===== src/rtl/lzs_pkg.sv =====
// rtl/lzs_pkg.sv - shared LZS word/code constants and encoder state type
//
// Purpose: constants common to encode_out and decode_in (word, code and
// width sizes), the bit-packer accumulator sizing, the packer state enum
// and a width-clipping helper.
// Ports: none (package).
package lzs_pkg;

  localparam int LZS_WORD_W  = 64;
  localparam int LZS_CODE_W  = 13;
  localparam int LZS_WIDTH_W = 4;
  // Up to 63 residual bits plus one 13-bit code, plus one bit of headroom.
  localparam int LZS_ACC_W   = LZS_WORD_W + LZS_CODE_W;
  localparam int LZS_CNT_W   = 7;

  typedef enum logic [1:0] {
    RUN   = 2'd0,
    FLUSH = 2'd1,
    DONE  = 2'd2
  } lzs_enc_state_e;

  // Widths 14 and 15 are not legal codes; treat them as a full 13-bit code.
  function automatic logic [LZS_WIDTH_W-1:0] lzs_clip_width(
    input logic [LZS_WIDTH_W-1:0] w
  );
    return (w > LZS_WIDTH_W'(LZS_CODE_W)) ? LZS_WIDTH_W'(LZS_CODE_W) : w;
  endfunction

endpackage


===== src/rtl/encode_align.sv =====
// rtl/encode_align.sv - places one code token at the accumulator fill point
//
// Purpose: combinational shifter. Masks the code to its width and moves its
// first-sent bit (bit width-1) to accumulator position ACC_W-1-cnt, so the
// result can simply be OR-ed into the accumulator.
// Ports:
//   i_code_data  - code bits, right-aligned
//   i_code_width - already-clipped width, 0..13
//   i_cnt        - bits currently held in the accumulator (< 64 when used)
//   o_aligned    - token positioned in accumulator coordinates
module encode_align
  import lzs_pkg::*;
(
  input  logic [LZS_CODE_W-1:0]  i_code_data,
  input  logic [LZS_WIDTH_W-1:0] i_code_width,
  input  logic [LZS_CNT_W-1:0]   i_cnt,
  output logic [LZS_ACC_W-1:0]   o_aligned
);

  logic [LZS_CODE_W-1:0] w_mask;
  logic [LZS_ACC_W-1:0]  w_token;

  // Shifting all-ones by 13 leaves zero, so width 13 yields a full mask.
  assign w_mask  = ~({LZS_CODE_W{1'b1}} << i_code_width);
  assign w_token = {i_code_data & w_mask, {LZS_WORD_W{1'b0}}};

  // Left-justify the token at the accumulator MSB, then slide it down past
  // the bits already held.
  assign o_aligned = (w_token << (LZS_WIDTH_W'(LZS_CODE_W) - i_code_width)) >> i_cnt;

endmodule


===== src/rtl/encode_out.sv =====
// rtl/encode_out.sv - LZS encoder output bit-packer (codes to 64-bit words)
//
// Purpose: concatenates 0..13-bit code tokens MSB-first into a bitstream and
// writes 64-bit words to the destination FIFO with an active-low put strobe.
// A flush zero-pads the final partial word and pulses flush_done.
// Ports:
//   clk, rst            - clock, asynchronous active-high reset
//   ce                  - clock enable; freezes all state when low
//   code_data/width     - token bits (right-aligned) and bit count
//   code_valid/ready    - token handshake
//   flush, flush_done   - flush request level, completion pulse
//   dst_full            - destination FIFO full
//   m_dst_putn, fo      - active-low word strobe, output word
module encode_out
  import lzs_pkg::*;
#(
  parameter int WORD_W = LZS_WORD_W,
  parameter int CODE_W = LZS_CODE_W
) (
  input  logic                   clk,
  input  logic                   rst,
  input  logic                   ce,
  input  logic [CODE_W-1:0]      code_data,
  input  logic [LZS_WIDTH_W-1:0] code_width,
  input  logic                   code_valid,
  output logic                   code_ready,
  input  logic                   flush,
  output logic                   flush_done,
  input  logic                   dst_full,
  output logic                   m_dst_putn,
  output logic [WORD_W-1:0]      fo
);

  localparam int                   ACC_W    = WORD_W + CODE_W;
  localparam logic [LZS_CNT_W-1:0] WORD_CNT = LZS_CNT_W'(WORD_W);

  lzs_enc_state_e         r_state;
  logic [ACC_W-1:0]       r_acc;
  logic [LZS_CNT_W-1:0]   r_cnt;
  logic [WORD_W-1:0]      r_fo;
  logic                   r_putn;
  logic                   r_flush_done;

  logic [LZS_WIDTH_W-1:0] w_width;
  logic [ACC_W-1:0]       w_aligned;
  logic [WORD_W-1:0]      w_pad_mask;

  assign w_width = lzs_clip_width(code_width);

  encode_align u_align (
    .i_code_data  (code_data),
    .i_code_width (w_width),
    .i_cnt        (r_cnt),
    .o_aligned    (w_aligned)
  );

  // Keeps the top cnt bits of the final word (cnt is 1..64 where used).
  assign w_pad_mask = ~({WORD_W{1'b1}} >> r_cnt);

  // A full word pending blocks new tokens, so accept and emit never overlap.
  assign code_ready = ce && (r_state == RUN) && (r_cnt < WORD_CNT);

  assign fo         = r_fo;
  assign m_dst_putn = r_putn;
  assign flush_done = r_flush_done;

  always_ff @(posedge clk or posedge rst) begin
    if (rst) begin
      r_state      <= RUN;
      r_acc        <= '0;
      r_cnt        <= '0;
      r_fo         <= '0;
      r_putn       <= 1'b1;
      r_flush_done <= 1'b0;
    end else begin
      r_putn       <= 1'b1;
      r_flush_done <= 1'b0;
      if (ce) begin
        case (r_state)
          RUN: begin
            if (r_cnt >= WORD_CNT) begin
              if (!dst_full) begin
                r_fo   <= r_acc[ACC_W-1 -: WORD_W];
                r_putn <= 1'b0;
                r_acc  <= r_acc << WORD_W;
                r_cnt  <= r_cnt - WORD_CNT;
              end
            end else if (code_valid) begin
              r_acc <= r_acc | w_aligned;
              r_cnt <= r_cnt + LZS_CNT_W'(w_width);
            end
            // A token offered alongside flush wins; flush is taken once
            // code_valid drops.
            if (flush && !code_valid) begin
              r_state <= FLUSH;
            end
          end
          FLUSH: begin
            if (r_cnt > WORD_CNT) begin
              if (!dst_full) begin
                r_fo   <= r_acc[ACC_W-1 -: WORD_W];
                r_putn <= 1'b0;
                r_acc  <= r_acc << WORD_W;
                r_cnt  <= r_cnt - WORD_CNT;
              end
            end else if (r_cnt != '0) begin
              if (!dst_full) begin
                r_fo    <= r_acc[ACC_W-1 -: WORD_W] & w_pad_mask;
                r_putn  <= 1'b0;
                r_acc   <= '0;
                r_cnt   <= '0;
                r_state <= DONE;
              end
            end else begin
              r_state <= DONE;
            end
          end
          DONE: begin
            r_flush_done <= 1'b1;
            r_state      <= RUN;
          end
          default: r_state <= RUN;
        endcase
      end
    end
  end

endmodule


===== config.mk =====
export PLATFORM = sky130hd
export DESIGN_NAME = encode_out
export DESIGN_NICKNAME = d
export VERILOG_FILES = /design/src/rtl/lzs_pkg.sv /design/src/rtl/encode_align.sv /design/src/rtl/encode_out.sv
export SDC_FILE = /design/constraint.sdc
export NUM_CORES = 1
export LEC_CHECK = 0
export CORE_UTILIZATION = 30
export CTS_CLUSTER_DIAMETER = 30
export DETAILED_ROUTE_END_ITERATION = 8
export GPL_ROUTABILITY_DRIVEN = 0
export GPL_TIMING_DRIVEN = 0
export PLACE_DENSITY = 0.51
export SYNTH_ARGS = -nofsm -noshare
export SYNTH_HDL_FRONTEND = slang
export SYNTH_SLANG_ARGS = --single-unit

===== constraint.sdc =====
create_clock -name clk -period 7.4 [get_ports clk]
set_clock_uncertainty 0.15 [all_clocks]
set_input_delay 1.48 -clock clk [delete_from_list [all_inputs] [get_ports clk]]
set_output_delay 1.48 -clock clk [all_outputs]
set_load 0.005 [all_outputs]

# --- After elaboration in Yosys (flattened, before gate mapping) ---
# Index checks and enable logic that the tools add are counted.
totals:
  register_bits: 152
  input_bits: 23
  out_inout_bits: 67
classes:
  add_sub_neg: 3
  order_cmp: 4
  eq_ne: 9
  shift: 4
  mux: 34
  bitwise_logic: 5
  n_reduce_logical: 10
op_table:
  columns: ["op", "n"]
  rows:
  - ["$mux 77", 6]
  - ["$mux 64", 5]
  - ["$pmux 77 s2", 1]
  - ["$pmux 64 s2", 1]
  - ["$or 77x77->77", 1]
  - ["$shl 77x4->77", 1]
  - ["$shr 77x7->77", 1]
  - ["$and 64x64->64", 1]
  - ["$not 64->64", 1]
  - ["$shr 64x7->64 const A", 1]
  - ["$mux 7", 6]
  - ["$pmux 7 s2", 1]
  - ["$and 13x13->13", 1]
  - ["$not 13->13", 1]
  - ["$shl 13x4->13 const A", 1]
  - ["$reduce_and 5->1", 2]
  - ["$ne 3x3->1 const B", 3]
  - ["$mux 2", 4]
  - ["$add 7x4->7", 1]
  - ["$ge 7x7->1 const B", 1]
  - ["$gt 7x7->1 const B", 1]
  - ["$lt 7x7->1 const B", 1]
  - ["$mux 1", 7]
  - ["$reduce_bool 7->1", 1]
  - ["16 further kinds", 19]

# --- Longest topological paths before layout ---
# Gate-level depths: netlist of the first run.
logic_depth:
  word_depth: 11
  mapped_depth: 15
  mapped_depth_nobuf: 12

# --- By module ---
# From an unflattened synthesis of the first run, not the netlist that was laid out.
unflattened:
  hier_cells: 1031
  area_unflattened_um2: 9798.1
modules_own_cells:
  columns: ["mod", "n_inst", "cells_each", "area_per_inst_um2"]
  rows:
  - ["encode_out", 1, 657, 7445.9]
  - ["encode_align", 1, 374, 2352.3]

# --- Worst setup path before layout of the first run ---
# Ideal clock, no wire load.
synth_timing:
  path_type: "input port to flip-flop"
  from: "input code_width[2]"
  to: "register r_acc[34]"
  setup_ns: 0.138
  t_arrival_ns: 4.468
  t_required_ns: 7.112
  slack_ns: 2.644
  stages: 15
  path_buffers: 4
  path_cell_list: "buf_2 -> clkbuf_1 -> clkbuf_1 -> ha_1 -> inv_1 -> ha_1 -> and2_1 -> clkbuf_1 -> o31ai_1 -> a21oi_1 -> or4_1 -> a221o_1 -> mux2_2 -> a32oi_1 -> o22ai_1"
synth_via:
  elab_chain_len: 11
  elab_cells_between_ends: 12
synth_lines:
  columns: ["item", "line", "rtl"]
  rows:
  - ["start: declaration", "encode_out.sv:24", "input logic [LZS_WIDTH_W-1:0] code_width,"]
  - ["$gt 4x4->1", "lzs_pkg.sv:26", "return (w > LZS_WIDTH_W'(LZS_CODE_W)) ? LZS_WIDTH_W'(LZS_CODE_W) : w;"]
  - ["$mux 4 *", "lzs_pkg.sv:26", null]
  - ["$shl 13x4->13", "encode_align.sv:24", "assign w_mask = ~({LZS_CODE_W{1'b1}} << i_code_width);"]
  - ["$not 13->13", "encode_align.sv:24", null]
  - ["$and 13x13->13", "encode_align.sv:25", "assign w_token = {i_code_data & w_mask, {LZS_WORD_W{1'b0}}};"]
  - ["$shl 77x4->77 *", "encode_align.sv:29", "assign o_aligned = (w_token << (LZS_WIDTH_W'(LZS_CODE_W) - i_code_width)) >> i_cnt;"]
  - ["$shr 77x7->77 *", "encode_align.sv:29", null]
  - ["$or 77x77->77 *", "encode_out.sv:89", "r_acc <= r_acc | w_aligned;"]
  - ["$mux 77 *", "encode_out.sv:88", "end else if (code_valid) begin"]
  - ["$mux 77 *", "encode_out.sv:81", "if (r_cnt >= WORD_CNT) begin"]
  - ["$pmux 77 s2 *", "encode_out.sv:79", "case (r_state)"]
  - ["end signal: assignment", "encode_out.sv:85", "r_acc <= r_acc << WORD_W;"]
  - ["end signal: assignment", "encode_out.sv:89", null]
  - ["end signal: assignment", "encode_out.sv:103", "r_acc <= r_acc << WORD_W;"]
  - ["end: declaration", "encode_out.sv:38", "logic [ACC_W-1:0] r_acc;"]
# Mark *: on every way between the ends. The rest lies on a longest branch, timed or not. The select of a mux whose other input is x is not followed.
# A chain may end at the register's enable or synchronous reset.

# --- Worst setup path after layout of the first run ---
layout_timing:
  from: "input code_width[2]"
  to: "register r_acc[48]"
# The elaborated chain is that of the path after synthesis.

==> impl_metrics.env, run 1 <==
export IMPL_outcome="completed"
export IMPL_dp_slack_ns=0.800
export IMPL_syn_area_per_cell_um2=8.58
export IMPL_post_route_min_period_ns=6.35
export IMPL_seq_area_um2=3800
export IMPL_setup_ws_ns=1.05
export IMPL_fillers=3038
export IMPL_synth_common_cells="dfrtp_1 (151), nand2_1 (141), nor2_1 (104)"
export IMPL_io_buffers=88
export IMPL_rr_endpoint="fo[1]"
export IMPL_yosysSeqAreaShare_pct=43.0
export IMPL_cpMaxStageDelayCell="nor4_2"
export IMPL_holdPathStages=2
export IMPL_coreArea_um2=28900
export IMPL_die_h_um=174
export IMPL_die_area_um2=30200
export IMPL_relSlewSlack_pct=20.3
export IMPL_critical_path_max_stage_delay_ns=0.96
export IMPL_area_growth_pct=22.4
export IMPL_first_global_vias=8751
export IMPL_post_cts_buffers=0
export IMPL_nets=1171
export IMPL_crit_top_cell="clkbuf_1"
export IMPL_die_w_um=174
export IMPL_use_met3_pct=4.78
export IMPL_finalPower_w=0.00415
export IMPL_reg2reg_depth=11
export IMPL_ir_worst_vdd_v=0.000209
export IMPL_grt_pass1_wl_um=55000
export IMPL_drv_slew=0
export IMPL_overflow=0
export IMPL_cts_sinks=152
export IMPL_ys_ff_latch=152
export IMPL_critPathRequiredTime_ns=7.54
export IMPL_syn_area_um2=8860
export IMPL_multi_input_area_um2=4670
export IMPL_firstDrtPassIters=6
export IMPL_drt_iter0_markers=1219
export IMPL_reg2reg_setup_slack_ns=2.95
export IMPL_ctsHtreeMaxLevel=4
export IMPL_synth_cells=1032
export IMPL_drtAntennaViolNets=0
export IMPL_hold_start="fo[37]"
export IMPL_grt_use_met1_pct=33.8
export IMPL_rsz0062_at_grt="false"
export IMPL_setup_viol=0
export IMPL_antenna_found_initial=0
export IMPL_num_antenna_cells=0
export IMPL_synth_flop_cell="dfrtp_1"
export IMPL_finalHoldViolCount=0
export IMPL_period_share_pct=85.8
export IMPL_ctsResizeCount=0
export IMPL_min_path_type="flop to flop"
export IMPL_synth_top_area_share_pct=42.7
export IMPL_path_max_fanout=10
export IMPL_yosysMostFrequentCell="dfrtp_1"
export IMPL_via_count=9136
export IMPL_cts_made_buffers=17
export IMPL_tightest_slew_ns=1.19
export IMPL_grt_max_degree=96
export IMPL_busiest_layer="met2"
export IMPL_power_leakage_nw=4.47
export IMPL_cts_buffer_depth=2
export IMPL_grt_usage_pct=24.1
export IMPL_clkLatencyLatePin_ns=0.44
export IMPL_synth_largest_area_cell="dfrtp_1"
export IMPL_max_freq_mhz=158
export IMPL_clk_pin_slew_worst_paths_ns=0.07
export IMPL_dp_hpwl_um=26900
export IMPL_cp_arrival_ns=6.48
export IMPL_worst_setup_path_start_kind="input port"
export IMPL_cts_tree="done"
export IMPL_cp_cell_sequence="clkdlybuf4s50_1 > buf_2 > clkbuf_1 > clkbuf_1 > ha_1 > inv_1 > ha_1 > and2_1 > clkbuf_1 > o31ai_1 > a21oi_1 > nor4_2 > o21ai_0 > nand2_1 > a2bb2oi_1 > o21ai_0"
export IMPL_wl_per_cell_um=23.7
export IMPL_synth_edf_count=0
export IMPL_via_per_inst=5.94
export IMPL_cp_end_kind="flop"
export IMPL_drv_cap=0
export IMPL_r2r_start="r_cnt[1]"
export IMPL_critical_path_class="input port to flop"
export IMPL_p_per_area_nw_per_um2=383
export IMPL_async_flop_share_pct=100
export IMPL_holdPathEnd="fo[37]"
export IMPL_start_util_pct=30.7
export IMPL_wl_um=36500
export IMPL_drive_gt1_share_pct=6.07
export IMPL_met2_usage_pct=35.3
export IMPL_root_buffer="clkbuf_16"
export IMPL_holdBufCountCts=0
export IMPL_synth_area_leaders="dfrtp_1 (43%), nand2_1 (6.0%), o21ai_0 (5.7%)"
export IMPL_ios=90
export IMPL_synth_cell_type_count=77
export IMPL_drc_errors=0
export IMPL_yosysWarnings=0
export IMPL_syn_num_nets=1063
export IMPL_row_count=62
## state kept, by name, summed over array words and instances, names as in the netlist
name        flops
r_acc          77
fo             64
m_dst_putn      1
r_cnt           7
flush_done      1
r_state         2
## per-layer routing
layer,vias up,share of wire [%]
li1,4030,-
met1,4491,45
met2,517,43
met3,98,7.8
met4,0,4.5
met5,-,0
## placed cells by master, fill, tap and decap left out, types with 12 or more instances in the layout
| cell | Yosys | routed |
|---|---|---|
| a21oi_1 | 59 | 59 |
| dfrtp_1 | 151 | 151 |
| nand2_1 | 141 | 141 |
| buf_1 | 15 | 15 |
| nand2b_1 | 12 | 12 |
| nand3_1 | 24 | 24 |
| a22o_1 | 17 | 17 |
| inv_1 | 17 | 16 |
| a22oi_1 | 14 | 14 |
| clkbuf_16 | 0 | 17 |
| a31oi_1 | 21 | 21 |
| mux2i_1 | 25 | 25 |
| o21ai_0 | 101 | 101 |
| clkdlybuf4s50_1 | 0 | 88 |
| clkbuf_1 | 47 | 47 |
| o211ai_1 | 12 | 12 |
| nor2_1 | 104 | 104 |
| nor3_1 | 32 | 32 |
| o21ai_1 | 23 | 23 |
## per-stage QoR
| step | cells | instance area (um^2) | hold slack, ns | util, % | setup TNS (ns) |
|---|---|---|---|---|---|
| after floorplan | 1032 | 8860 | 0.294 | - | 0 |
| after global placement | 1504 | 10200 | 0.313 | 35.4 | -120.81 |
| after detailed placement | 1505 | 10300 | 0.314 | 35.5 | 0 |
| after CTS | 1537 | 10800 | 0.329 | 37.6 | 0 |
| after global routing | 1537 | 10800 | 0.359 | 37.6 | 0 |
| final | 1537 | 10800 | 0.322 | 37.6 | 0 |
## where the power goes
group | internal [W] | switching (W) | leakage [nW]
sequential | 0.00104 | 0.000138 | 2.06
combinational | 0.000683 | 0.00140 | 2.12
clock | 0.000478 | 0.000409 | 0.286
total | 0.00220 | 0.00194 | 4.47
## critical path, delay by kind of cell
family / cells / cell delay [ns]
buffers and inverters: 6 / 1.46
and+or+nand+nor: 3 / 1.33
adders and majority gates: 2 / 0.51
AOI/OAI and AO/OA: 5 / 1.67
## worst max-delay path by stage
stage	start	endpoint	slack [ns]	cells after the start
final	code_width[2]	r_acc[48]	1.05	16
after global routing	code_width[2]	r_acc[64]	0.99	16
after CTS	code_width[2]	r_acc[48]	1.28	16
after detailed placement	code_width[2]	r_acc[48]	0.80	16
after global placement	rst	r_cnt[6]	-0.81	2
after floorplan	rst	flush_done	1.68	1
## cell families after synthesis
kind of cell	count (synthesis)	synth area share (%)
AO/OA/AOI/OAI	371	27.7
AND/OR/NAND/NOR	368	18.7
flip-flops	152	43.0
buffers and inverters	93	4.29
multiplexers	36	4.69
adder cells (fa/ha/maj)	9	1.33
XOR/XNOR	3	0.297
## final cells by class
type	count	area share, %
Sequential cell	152	35.1
Timing Repair Buffer	89	8.38
Clock buffer	17	3.92
Clock inverter	15	1.48
Multi-Input combinational cell	787	43.1
Buffer	75	2.89
Tap cell	384	4.43
Inverter	18	0.693
No activity file was read; power rests on OpenSTA's default activity.
==> inputs of run 2 (changes only) <==
--- a/config.mk
+++ b/config.mk
@@ -11,6 +11,7 @@
 export GPL_ROUTABILITY_DRIVEN = 0
 export GPL_TIMING_DRIVEN = 0
 export PLACE_DENSITY = 0.51
+export SLEW_MARGIN = 15
 export SYNTH_ARGS = -nofsm -noshare
 export SYNTH_HDL_FRONTEND = slang
 export SYNTH_SLANG_ARGS = --single-unit
==> results of run 2 <==
The final DEF is identical to that of run 1; final timing and power are the same.
